**src/rtl/ctrl_pipeline.sv**
```systemverilog
// ctrl_pipeline
//   Carries the decoder's 12-bit control word through the EX, MEM and WB
//   stages and owns the pipeline hazard logic:
//     - load-use stall (one bubble inserted into EX)
//     - branch/jump flush of IF/ID (redirect beats stall)
//     - forwarding selects for the two EX-stage ALU operands
//
//   Control word layout (ctrl_id):
//     [11] RegWrite  [10:9] DataSel  [8] MemRead  [7] MemWrite
//     [6:4] AddrSel  [3:1] ALUOperator  [0] ALUSel
//
// Ports
//   clk, rst_n                  clock, asynchronous active-low reset
//   ctrl_id                     decoder control word (ID stage)
//   rs1_id, rs2_id, rd_id       ID-stage register fields
//   redirect_ex                 EX-stage branch taken / jal / jalr
//   ex_alu_op, ex_alu_sel       EX control: ALU operator and operand select
//   ex_addr_sel                 EX control: address select
//   mem_read, mem_write         MEM control
//   wb_reg_write, wb_data_sel   WB control
//   ex_rd, mem_rd, wb_rd        destination register per stage
//   stall                       hold PC and IF/ID this cycle
//   flush_ifid                  squash IF/ID this cycle
//   fwd_a, fwd_b                EX operand source: 00 RF, 01 MEM, 10 WB

module ctrl_pipeline #(
  parameter int REG_AW = 5
) (
  input  logic              clk,
  input  logic              rst_n,
  input  logic [11:0]       ctrl_id,
  input  logic [REG_AW-1:0] rs1_id,
  input  logic [REG_AW-1:0] rs2_id,
  input  logic [REG_AW-1:0] rd_id,
  input  logic              redirect_ex,
  output logic [2:0]        ex_alu_op,
  output logic              ex_alu_sel,
  output logic [2:0]        ex_addr_sel,
  output logic              mem_read,
  output logic              mem_write,
  output logic              wb_reg_write,
  output logic [1:0]        wb_data_sel,
  output logic [REG_AW-1:0] ex_rd,
  output logic [REG_AW-1:0] mem_rd,
  output logic [REG_AW-1:0] wb_rd,
  output logic              stall,
  output logic              flush_ifid,
  output logic [1:0]        fwd_a,
  output logic [1:0]        fwd_b
);

  localparam logic [1:0] FWD_RF  = 2'b00;
  localparam logic [1:0] FWD_MEM = 2'b01;
  localparam logic [1:0] FWD_WB  = 2'b10;

  // Each stage keeps only the control fields it or a later stage consumes:
  //   EX  : full word [11:0]
  //   MEM : [11:7]  -> {RegWrite, DataSel, MemRead, MemWrite}
  //   WB  : [11:9]  -> {RegWrite, DataSel}
  localparam int MEM_CW = 5;
  localparam int WB_CW  = 3;

  logic [11:0]       ex_ctrl_q,  ex_ctrl_d;
  logic [REG_AW-1:0] ex_rs1_q,   ex_rs1_d;
  logic [REG_AW-1:0] ex_rs2_q,   ex_rs2_d;
  logic [REG_AW-1:0] ex_rd_q,    ex_rd_d;
  logic [MEM_CW-1:0] mem_ctrl_q, mem_ctrl_d;
  logic [REG_AW-1:0] mem_rd_q,   mem_rd_d;
  logic [WB_CW-1:0]  wb_ctrl_q,  wb_ctrl_d;
  logic [REG_AW-1:0] wb_rd_q,    wb_rd_d;

  logic luh;
  logic squash_ex;
  logic mem_reg_write;

  // Forwarding source for one EX operand. MEM is newer than WB, so it wins.
  // Register 0 is hard-wired and never forwarded.
  function automatic logic [1:0] fwd_src(
    input logic [REG_AW-1:0] rs,
    input logic              m_we,
    input logic [REG_AW-1:0] m_rd,
    input logic              w_we,
    input logic [REG_AW-1:0] w_rd
  );
    logic [1:0] sel;
    sel = FWD_RF;
    if (m_we && (m_rd != '0) && (m_rd == rs))
      sel = FWD_MEM;
    else if (w_we && (w_rd != '0) && (w_rd == rs))
      sel = FWD_WB;
    return sel;
  endfunction

  assign mem_reg_write = mem_ctrl_q[MEM_CW-1];

  always_comb begin
    // Conservative load-use check: both rs fields are compared whether or
    // not the ID instruction actually reads them.
    luh = ex_ctrl_q[8] & (ex_rd_q != '0) &
          ((ex_rd_q == rs1_id) | (ex_rd_q == rs2_id));

    // A redirect wins over a stall: the stalled instruction is on the wrong
    // path and is being flushed anyway.
    flush_ifid = redirect_ex;
    stall      = luh & ~redirect_ex;
    squash_ex  = redirect_ex | luh;

    if (squash_ex) begin
      ex_ctrl_d = '0;
      ex_rs1_d  = '0;
      ex_rs2_d  = '0;
      ex_rd_d   = '0;
    end else begin
      ex_ctrl_d = ctrl_id;
      ex_rs1_d  = rs1_id;
      ex_rs2_d  = rs2_id;
      ex_rd_d   = rd_id;
    end

    // MEM and WB advance unconditionally; a load in EX during a redirect
    // still proceeds into MEM.
    mem_ctrl_d = ex_ctrl_q[11:7];
    mem_rd_d   = ex_rd_q;
    wb_ctrl_d  = mem_ctrl_q[MEM_CW-1:MEM_CW-WB_CW];
    wb_rd_d    = mem_rd_q;

    fwd_a = fwd_src(ex_rs1_q, mem_reg_write, mem_rd_q,
                    wb_ctrl_q[WB_CW-1], wb_rd_q);
    fwd_b = fwd_src(ex_rs2_q, mem_reg_write, mem_rd_q,
                    wb_ctrl_q[WB_CW-1], wb_rd_q);
  end

  always_ff @(posedge clk or negedge rst_n) begin
    if (!rst_n) begin
      ex_ctrl_q  <= '0;
      ex_rs1_q   <= '0;
      ex_rs2_q   <= '0;
      ex_rd_q    <= '0;
      mem_ctrl_q <= '0;
      mem_rd_q   <= '0;
      wb_ctrl_q  <= '0;
      wb_rd_q    <= '0;
    end else begin
      ex_ctrl_q  <= ex_ctrl_d;
      ex_rs1_q   <= ex_rs1_d;
      ex_rs2_q   <= ex_rs2_d;
      ex_rd_q    <= ex_rd_d;
      mem_ctrl_q <= mem_ctrl_d;
      mem_rd_q   <= mem_rd_d;
      wb_ctrl_q  <= wb_ctrl_d;
      wb_rd_q    <= wb_rd_d;
    end
  end

  assign ex_alu_op    = ex_ctrl_q[3:1];
  assign ex_alu_sel   = ex_ctrl_q[0];
  assign ex_addr_sel  = ex_ctrl_q[6:4];
  assign ex_rd        = ex_rd_q;
  assign mem_read     = mem_ctrl_q[1];
  assign mem_write    = mem_ctrl_q[0];
  assign mem_rd       = mem_rd_q;
  assign wb_reg_write = wb_ctrl_q[2];
  assign wb_data_sel  = wb_ctrl_q[1:0];
  assign wb_rd        = wb_rd_q;

endmodule

```
**config.mk**
```make
export PLATFORM = sky130hd
export DESIGN_NAME = ctrl_pipeline
export DESIGN_NICKNAME = d
export VERILOG_FILES = /design/src/rtl/ctrl_pipeline.sv
export SDC_FILE = /design/constraint.sdc
export NUM_CORES = 1
export LEC_CHECK = 0
export CORE_MARGIN = 5
export CORE_UTILIZATION = 50
export CTS_CLUSTER_DIAMETER = 80
export CTS_CLUSTER_SIZE = 8
export DETAILED_ROUTE_END_ITERATION = 8
export GPL_TIMING_DRIVEN = 0
export PLACE_DENSITY = 0.85
export SYNTH_ARGS = -nofsm -noshare
export SYNTH_HDL_FRONTEND = slang
export SYNTH_SLANG_ARGS = --single-unit
```
**constraint.sdc**
```tcl
create_clock -name clk -period 4.2 [get_ports clk]
set_input_delay 0.84 -clock clk [delete_from_list [all_inputs] [get_ports clk]]
set_output_delay 0.84 -clock clk [all_outputs]
set_load 0.005 [all_outputs]
```
==> results.md, run 1 <==
* Status: finished, final reports clean
* Starting DRT DRC Count at 19
* Latest clock arrival within the worst-skew pair at 0.29 ns
* Die width at 73.8 um
* Post-Syn Area at 2040 um^2
* IO Port Bufs at 61
* Top-area cell type share of the netlist area at 0.553
* Leading register cell type out of synthesis: dfrtp_1
* Critical path startpoint category: input port
* Biggest area contributors in the synthesized netlist: dfrtp_1 (55%), a21oi_2 (8.6%), nand2b_1 (8.3%)
* Combinational fraction of design power at 0.169
* Global-route wire length before repair at 6.57 mm
* Maximum capacitance violations at 0
* Area enclosed by the die boundary at 5450 um^2
* Share of the yosys chip area belonging to registers at 0.553
* Initial antenna violation count at 0
* Relative contribution of sequential cells to total power at 0.507
* Final HPWL from detailed placement at 3.23 mm
* Total grt overflow at 0
* Switching Fraction at 0.232
* Power Total at 941 uW
* Final-stage net count at 263
* Post-CTS Hold Buffers at 0
* RePlAce Congestion at 0.723
* H-tree depth reported by CTS at 2
* Number of placed I/O pins at 63
* Effective utilization at floorplan at 0.513
* Relative contribution of the clock network to total power at 0.324
* Cts repair resizes at 0
* Commonest cells in the netlist: dfrtp_1 (45), nand2b_1 (27), a21oi_2 (20), xnor2_1 (16), xor2_1 (14)
* Vias after detailed routing at 1381
* Critical path type: input port to primary output
* Via count of the first global-routing pass at 1419
* Slew Viols, Final at 0
* Actual slew at the worst max-slew pin at 0.456 ns
* Internal reg-to-reg setup slack at 2.44 ns
* Fin cells at 283
* Fraction of layout instances using a drive strength above 1 at 0.193
* Count of distinct cell types in the synthesized netlist at 20
* Setup repair after global routing missed its margin: false
* CTS tree: yes
* Drt pass-1 iters at 3
* Count of warnings emitted by yosys at 0
* Min Clock Period, post-route at 3.59 ns
* Max Freq at 279 MHz
* Setup Viol. Count Final at 0
* Antenna diode count at 0
* Biggest area consumer among synthesized cells: dfrtp_1
* Clock skew at 0.00470 ns
* Net switching power at 218 uW
* IR Drop Worst-Case VDD at 0.239 mV
* Fin Hold WS at 0.330 ns
* Mean area per synthesized cell at 12.4 um^2
* Number of vias per cell after detailed routing at 4.88
* Post-synth net total at 194
* Cell with the most instances after synthesis: dfrtp_1
* Sum of routed wire length over all layers at 4.17 mm
* Global-route usage over all layers at 0.165
* Category of the worst setup path capture point: primary output
* Clock root buffer: clkbuf_8
* Internal Power at 723 uW
* Number of placement rows at 23
* WL per Instance at 14.7 um
* Power per cell area at 333 nW/um^2
* Detailed-route DRC error count at 0
* Number of sinks driven by the clock tree at 45
* Area growth from synthesis to layout at 38.9%
* LEAKAGE at 0.00122 uW
* Number of standard cells after synthesis at 164
* Number of register bits inferred by synthesis at 45
* Maximum number of pins on one net before global-route repair at 45
* Number of setup buffers added after CTS at 0
* Storage element area at 1130 um^2
* Number of filler cells placed in the layout at 301
* Core utilization of the finished layout at 0.712
* Worst rel slew slack at 0.693
* CP Data Required Time at 3.36 ns
* Area of the multi-input gates at 785 um^2
* Die height at 73.8 um
* TritonCTS buffer count at 5
* Proportion of register bits with asynchronous set or reset after synthesis at 1.00
* Part of the cycle the worst path needs at 0.854
* Setup total negative slack at 0 ns
* CP Max Fanout at 10
* Number of nets with antenna violations after detailed routing at 0
* Worst min-delay path category: input port to async pin
* Number of synthesized flops with an enable pin at 0
* Endpoint arrival time on the critical path at 2.75 ns
* Maximum root-to-sink buffer count at 2
* Core Footprint at 3970 um^2
* Fin. Hold Viols at 0
* Clock transition at the register clock pins on the worst setup and hold paths after CTS at 0.08 ns
* Total instance count after detailed placement at 276
[critical path, stage by stage]
cell and delay [ns]:
clkdlybuf4s50_1 0.52, xnor2_1 0.13, nand3_1 0.10, o22ai_2 0.41, and3b_2 0.25, clkdlybuf4s50_1 0.50
[logic make-up (layout without fill, tap and decap cells)]
logic type | count (synthesis) | after routing | share of synthesized area
AOI/OAI and AO/OA | 31 | 31 | 0.118
xor gates and xnor gates | 30 | 30 | 0.129
and+or+nand+nor | 43 | 43 | 0.138
DFF | 45 | 45 | 0.553
buffers and inverters | 15 | 84 | 0.0615
[sequential cells by signal (all words and copies together) (netlist names)]
register    count
mem_rd          5
ex_rd           5
wb_ctrl_q       3
ex_rs1_q        5
ex_rs2_q        5
mem_ctrl_q      5
ex_ctrl_q      12
wb_rd           5
[power groups by stage]
stage / Clock [uW] / Sequential [uW] / Combinational, uW
CTS: 314 / 478 / 161
finish: 305 / 477 / 159
global route: 330 / 481 / 172
detailed placement: 0 / 486 / 160
global placement: 0 / 485 / 155
floorplan: 0 / 482 / 76.9
[placed cells by master (no fill, tap or decap), drive strengths merged]
| cell | synthesis | routed |
|---|---|---|
| a21oi | 27 | 27 |
| and3b | 1 | 1 |
| buf | 12 | 14 |
| bufinv | 0 | 1 |
| clkbuf | 3 | 8 |
| clkdlybuf4s50 | 0 | 60 |
| clkinv | 0 | 1 |
| dfrtp | 45 | 45 |
| nand2 | 2 | 2 |
| nand2b | 27 | 27 |
| nand3 | 4 | 4 |
| nor4 | 4 | 4 |
| o21a | 1 | 1 |
| o21ai | 2 | 2 |
| o22ai | 1 | 1 |
| or4 | 5 | 5 |
| xnor2 | 16 | 16 |
| xor2 | 14 | 14 |
[metal layers]
| layer | wire length [um] | up-vias | GRT usage |
|---|---|---|---|
| met5 | 0 | - | 0 |
| met4 | 63 | 0 | 0.0604 |
| met3 | 253 | 5 | 0.0465 |
| met2 | 2200 | 37 | 0.295 |
| met1 | 1660 | 664 | 0.185 |
| li1 | - | 675 | - |
[cell type report]
type / instances / area share
well taps: 50 / 0.0221
clock buffers: 5 / 0.0243
repair buffers: 62 / 0.221
multi-input cells: 104 / 0.277
plain buffers: 15 / 0.0442
clock inverters: 2 / 0.0124
flip-flops and latches: 45 / 0.398
[final timing paths]
| path | cells past startpoint | from | endpoint |
|---|---|---|---|
| min in group clk | 0 | ex_ctrl_q[11]$_DFF_PN0_ | mem_ctrl_q[4]$_DFF_PN0_ |
| hold / removal | 1 | rst_n | ex_ctrl_q[5]$_DFF_PN0_ |
| setup reg to reg | 5 | ex_rd[2]$_DFF_PN0_ | ex_ctrl_q[7]$_DFF_PN0_ |
| setup / recovery | 6 | rs2_id[0] | stall |
| hold reg to reg | 0 | ex_ctrl_q[11]$_DFF_PN0_ | mem_ctrl_q[4]$_DFF_PN0_ |
| max in group asynchronous | 2 | rst_n | wb_rd[4]$_DFF_PN0_ |
[metrics by stage]
stage | area [um^2] | worst slack [ns]
6_report | 2830 | 0.615
5_1_grt | 2830 | 0.527
4_1_cts | 2830 | 0.627
3_5_place_dp | 2720 | 0.638
3_3_place_gp | 2710 | 0.631
2_1_floorplan | 2040 | 1.77
No activity file was read; power rests on OpenSTA's default activity.
==> run 2: changes to the inputs <==
--- a/config.mk
+++ b/config.mk
@@ -8,3 +8,3 @@
 export CORE_MARGIN = 5
-export CORE_UTILIZATION = 50
+export CORE_UTILIZATION = 42
 export CTS_CLUSTER_DIAMETER = 80
@@ -13,3 +13,3 @@
 export GPL_TIMING_DRIVEN = 0
-export PLACE_DENSITY = 0.85
+export PLACE_DENSITY = 0.76
 export SYNTH_ARGS = -nofsm -noshare
==> constraint.sdc (replaced) <==
create_clock -name clk -period 2.93 [get_ports clk]
set_input_delay 0.293 -clock clk [delete_from_list [all_inputs] [get_ports clk]]
set_output_delay 0.293 -clock clk [all_outputs]
set_load 0.005 [all_outputs]
==> run 2 against run 1 <==
  * Non-clock buffer count up 1
  * Via count up 1.2%
  * Global-route usage down 1.8 points
  * Sequential share of layout area down 0.33 points
==> results.md, run 2 (synthesis gave the netlist of run 1 again) <==
* Status: finished, final reports clean
* Max Freq at 377 MHz
* Biggest register: ex_ctrl_q
* Via count of the first global-routing pass at 1364
* Sum of routed wire length over all layers at 4.34 mm
* Fraction of layout instances using a drive strength above 1 at 0.196
* Clock transition at the register clock pins on the worst setup and hold paths after CTS at 0.08 ns
* Total grt overflow at 0
* Area growth from synthesis to layout at 40.1%
* Effective utilization at floorplan at 0.431
* Slew Viols, Final at 0
* Max reg flops at 12
* Setup repair after global routing missed its margin: false
* WL per Instance at 14.4 um
* Setup Viol. Count Final at 0
* Most common cell after layout, fill and taps aside: clkdlybuf4s50_1
* Clock root buffer: clkbuf_8
* Die height at 79.6 um
* Number of nets with antenna violations after detailed routing at 0
* Final design area excluding fillers at 2850 um^2
* CTS tree: yes
* Clock skew at 0.00762 ns
* Maximum root-to-sink buffer count at 2
* TritonCTS buffer count at 5
* Drt pass-1 iters at 4
* Vias after detailed routing at 1398
* Antenna diode count at 0
* Number of placed I/O pins at 63
* Critical path type: flop to primary output
* Number of vias per cell after detailed routing at 4.63
* Endpoint arrival time on the critical path at 2.36 ns
* Initial antenna violation count at 0
* Part of the cycle the worst path needs at 0.906
* Worst min-delay path category: flop to flop
* Core Footprint at 4720 um^2
* Die width at 79.6 um
* Final HPWL from detailed placement at 3.32 mm
* Min Clock Period, post-route at 2.66 ns
* Detailed-route DRC error count at 0
* Critical path startpoint category: flop
* Worst rel slew slack at 0.714
* H-tree depth reported by CTS at 2
* Actual slew at the worst max-slew pin at 0.424 ns
* Global-route wire length before repair at 7.00 mm
* Number of placement rows at 25
* Power per cell area at 458 nW/um^2
* Maximum capacitance violations at 0
* Starting DRT DRC Count at 27
* Number of sinks driven by the clock tree at 45
* Latest clock arrival within the worst-skew pair at 0.30 ns
* RePlAce Congestion at 0.830
* Setup total negative slack at 0 ns
* Internal reg-to-reg setup slack at 1.15 ns
* Placed inst area at 2750 um^2
* Fin. Hold Viols at 0
* CP Data Required Time at 2.64 ns
* IO Port Bufs at 61
* Area enclosed by the die boundary at 6340 um^2
* Maximum number of pins on one net before global-route repair at 34
* IR Drop Worst-Case VDD at 0.237 mV
* CP Max Fanout at 5
* LEAKAGE at 0.00122 uW
* Number of setup buffers added after CTS at 0
* Category of the worst setup path capture point: primary output
* Most used cells in the layout excluding fill and tap cells: clkdlybuf4s50_1 (60), dfrtp_1 (45), nand2b_1 (27), a21oi_2 (20), xnor2_1 (16)
* Final-stage net count at 264
* Global-route usage over all layers at 0.147
-- run 2: cell types whose count changed in the layout (fill, tap and decap cells not counted), sizes merged --
cell | previous run | this run
clkbuf | 8 | 9
bufinv | 1 | 0
clkinv | 1 | 2
dlygate4sd3 | 0 | 1
-- run 2: area by class of cell --
| cell class | count | area [um^2] |
|---|---|---|
| well taps | 67 | 83.8 |
| fillers | 375 | 1870 |
| clock inverters | 2 | 13.8 |
| clock buffers | 6 | 82.6 |
| plain buffers | 15 | 125 |
| flip-flops and latches | 45 | 1130 |
| multi-input cells | 104 | 785 |
| repair buffers | 63 | 636 |
-- run 2: final timing paths --
path / startpoint / to / cells after the start
hold reg to reg: ex_ctrl_q[10]$_DFF_PN0_ / mem_ctrl_q[3]$_DFF_PN0_ / 0
setup / recovery: mem_rd[1]$_DFF_PN0_ / fwd_a[1] / 5
max in group asynchronous: rst_n / ex_rs2_q[3]$_DFF_PN0_ / 3
setup reg to reg: ex_rd[4]$_DFF_PN0_ / ex_rd[0]$_DFF_PN0_ / 5
min in group asynchronous: rst_n / ex_ctrl_q[0]$_DFF_PN0_ / 2
hold / removal: ex_ctrl_q[10]$_DFF_PN0_ / mem_ctrl_q[3]$_DFF_PN0_ / 0
-- run 2: repair_timing --
item / CTS / global route
endpoints found under the hold margin: 12 / 0
resized for setup: 0 / 0
hold buffers: 1 / 0
-- run 2: routing by layer --
metal / wire length (um) / track usage / share of wire / vias up
li1: - / - / - / 680
met1: 1830 / 0.182 / 0.42 / 678
met2: 2220 / 0.240 / 0.51 / 35
met3: 227 / 0.0429 / 0.052 / 5
met4: 69 / 0.0567 / 0.016 / 0
met5: 0 / 0 / 0 / -
-- run 2: stage by stage --
step	std cells	setup slack (ns)	total power [uW]	hold WS [ns]	util
6_report	302	0.274	1300	0.354	0.604
3_5_place_dp	293	0.459	927	0.205	0.581
3_3_place_gp	292	0.435	921	0.332	0.578
2_1_floorplan	164	1.16	802	-0.00259	-
5_1_grt	302	0.133	1370	0.362	0.604
4_1_cts	302	0.257	1320	0.354	0.604
-- run 2: worst max-delay path, cell delays in order (launching register included) --
cell and delay, ns:
dfrtp_1 0.45, or4_1 0.53, o21ai_1 0.18, nor4_1 0.11
nor4_2 0.26, clkdlybuf4s50_1 0.53
-- run 2: power breakdown --
group	switching [uW]	internal (uW)	leakage, uW
combinational	91.3	136	0.000585
clock	202	191	0.0000512
sequential	30.9	654	0.000581
total	324	981	0.00122
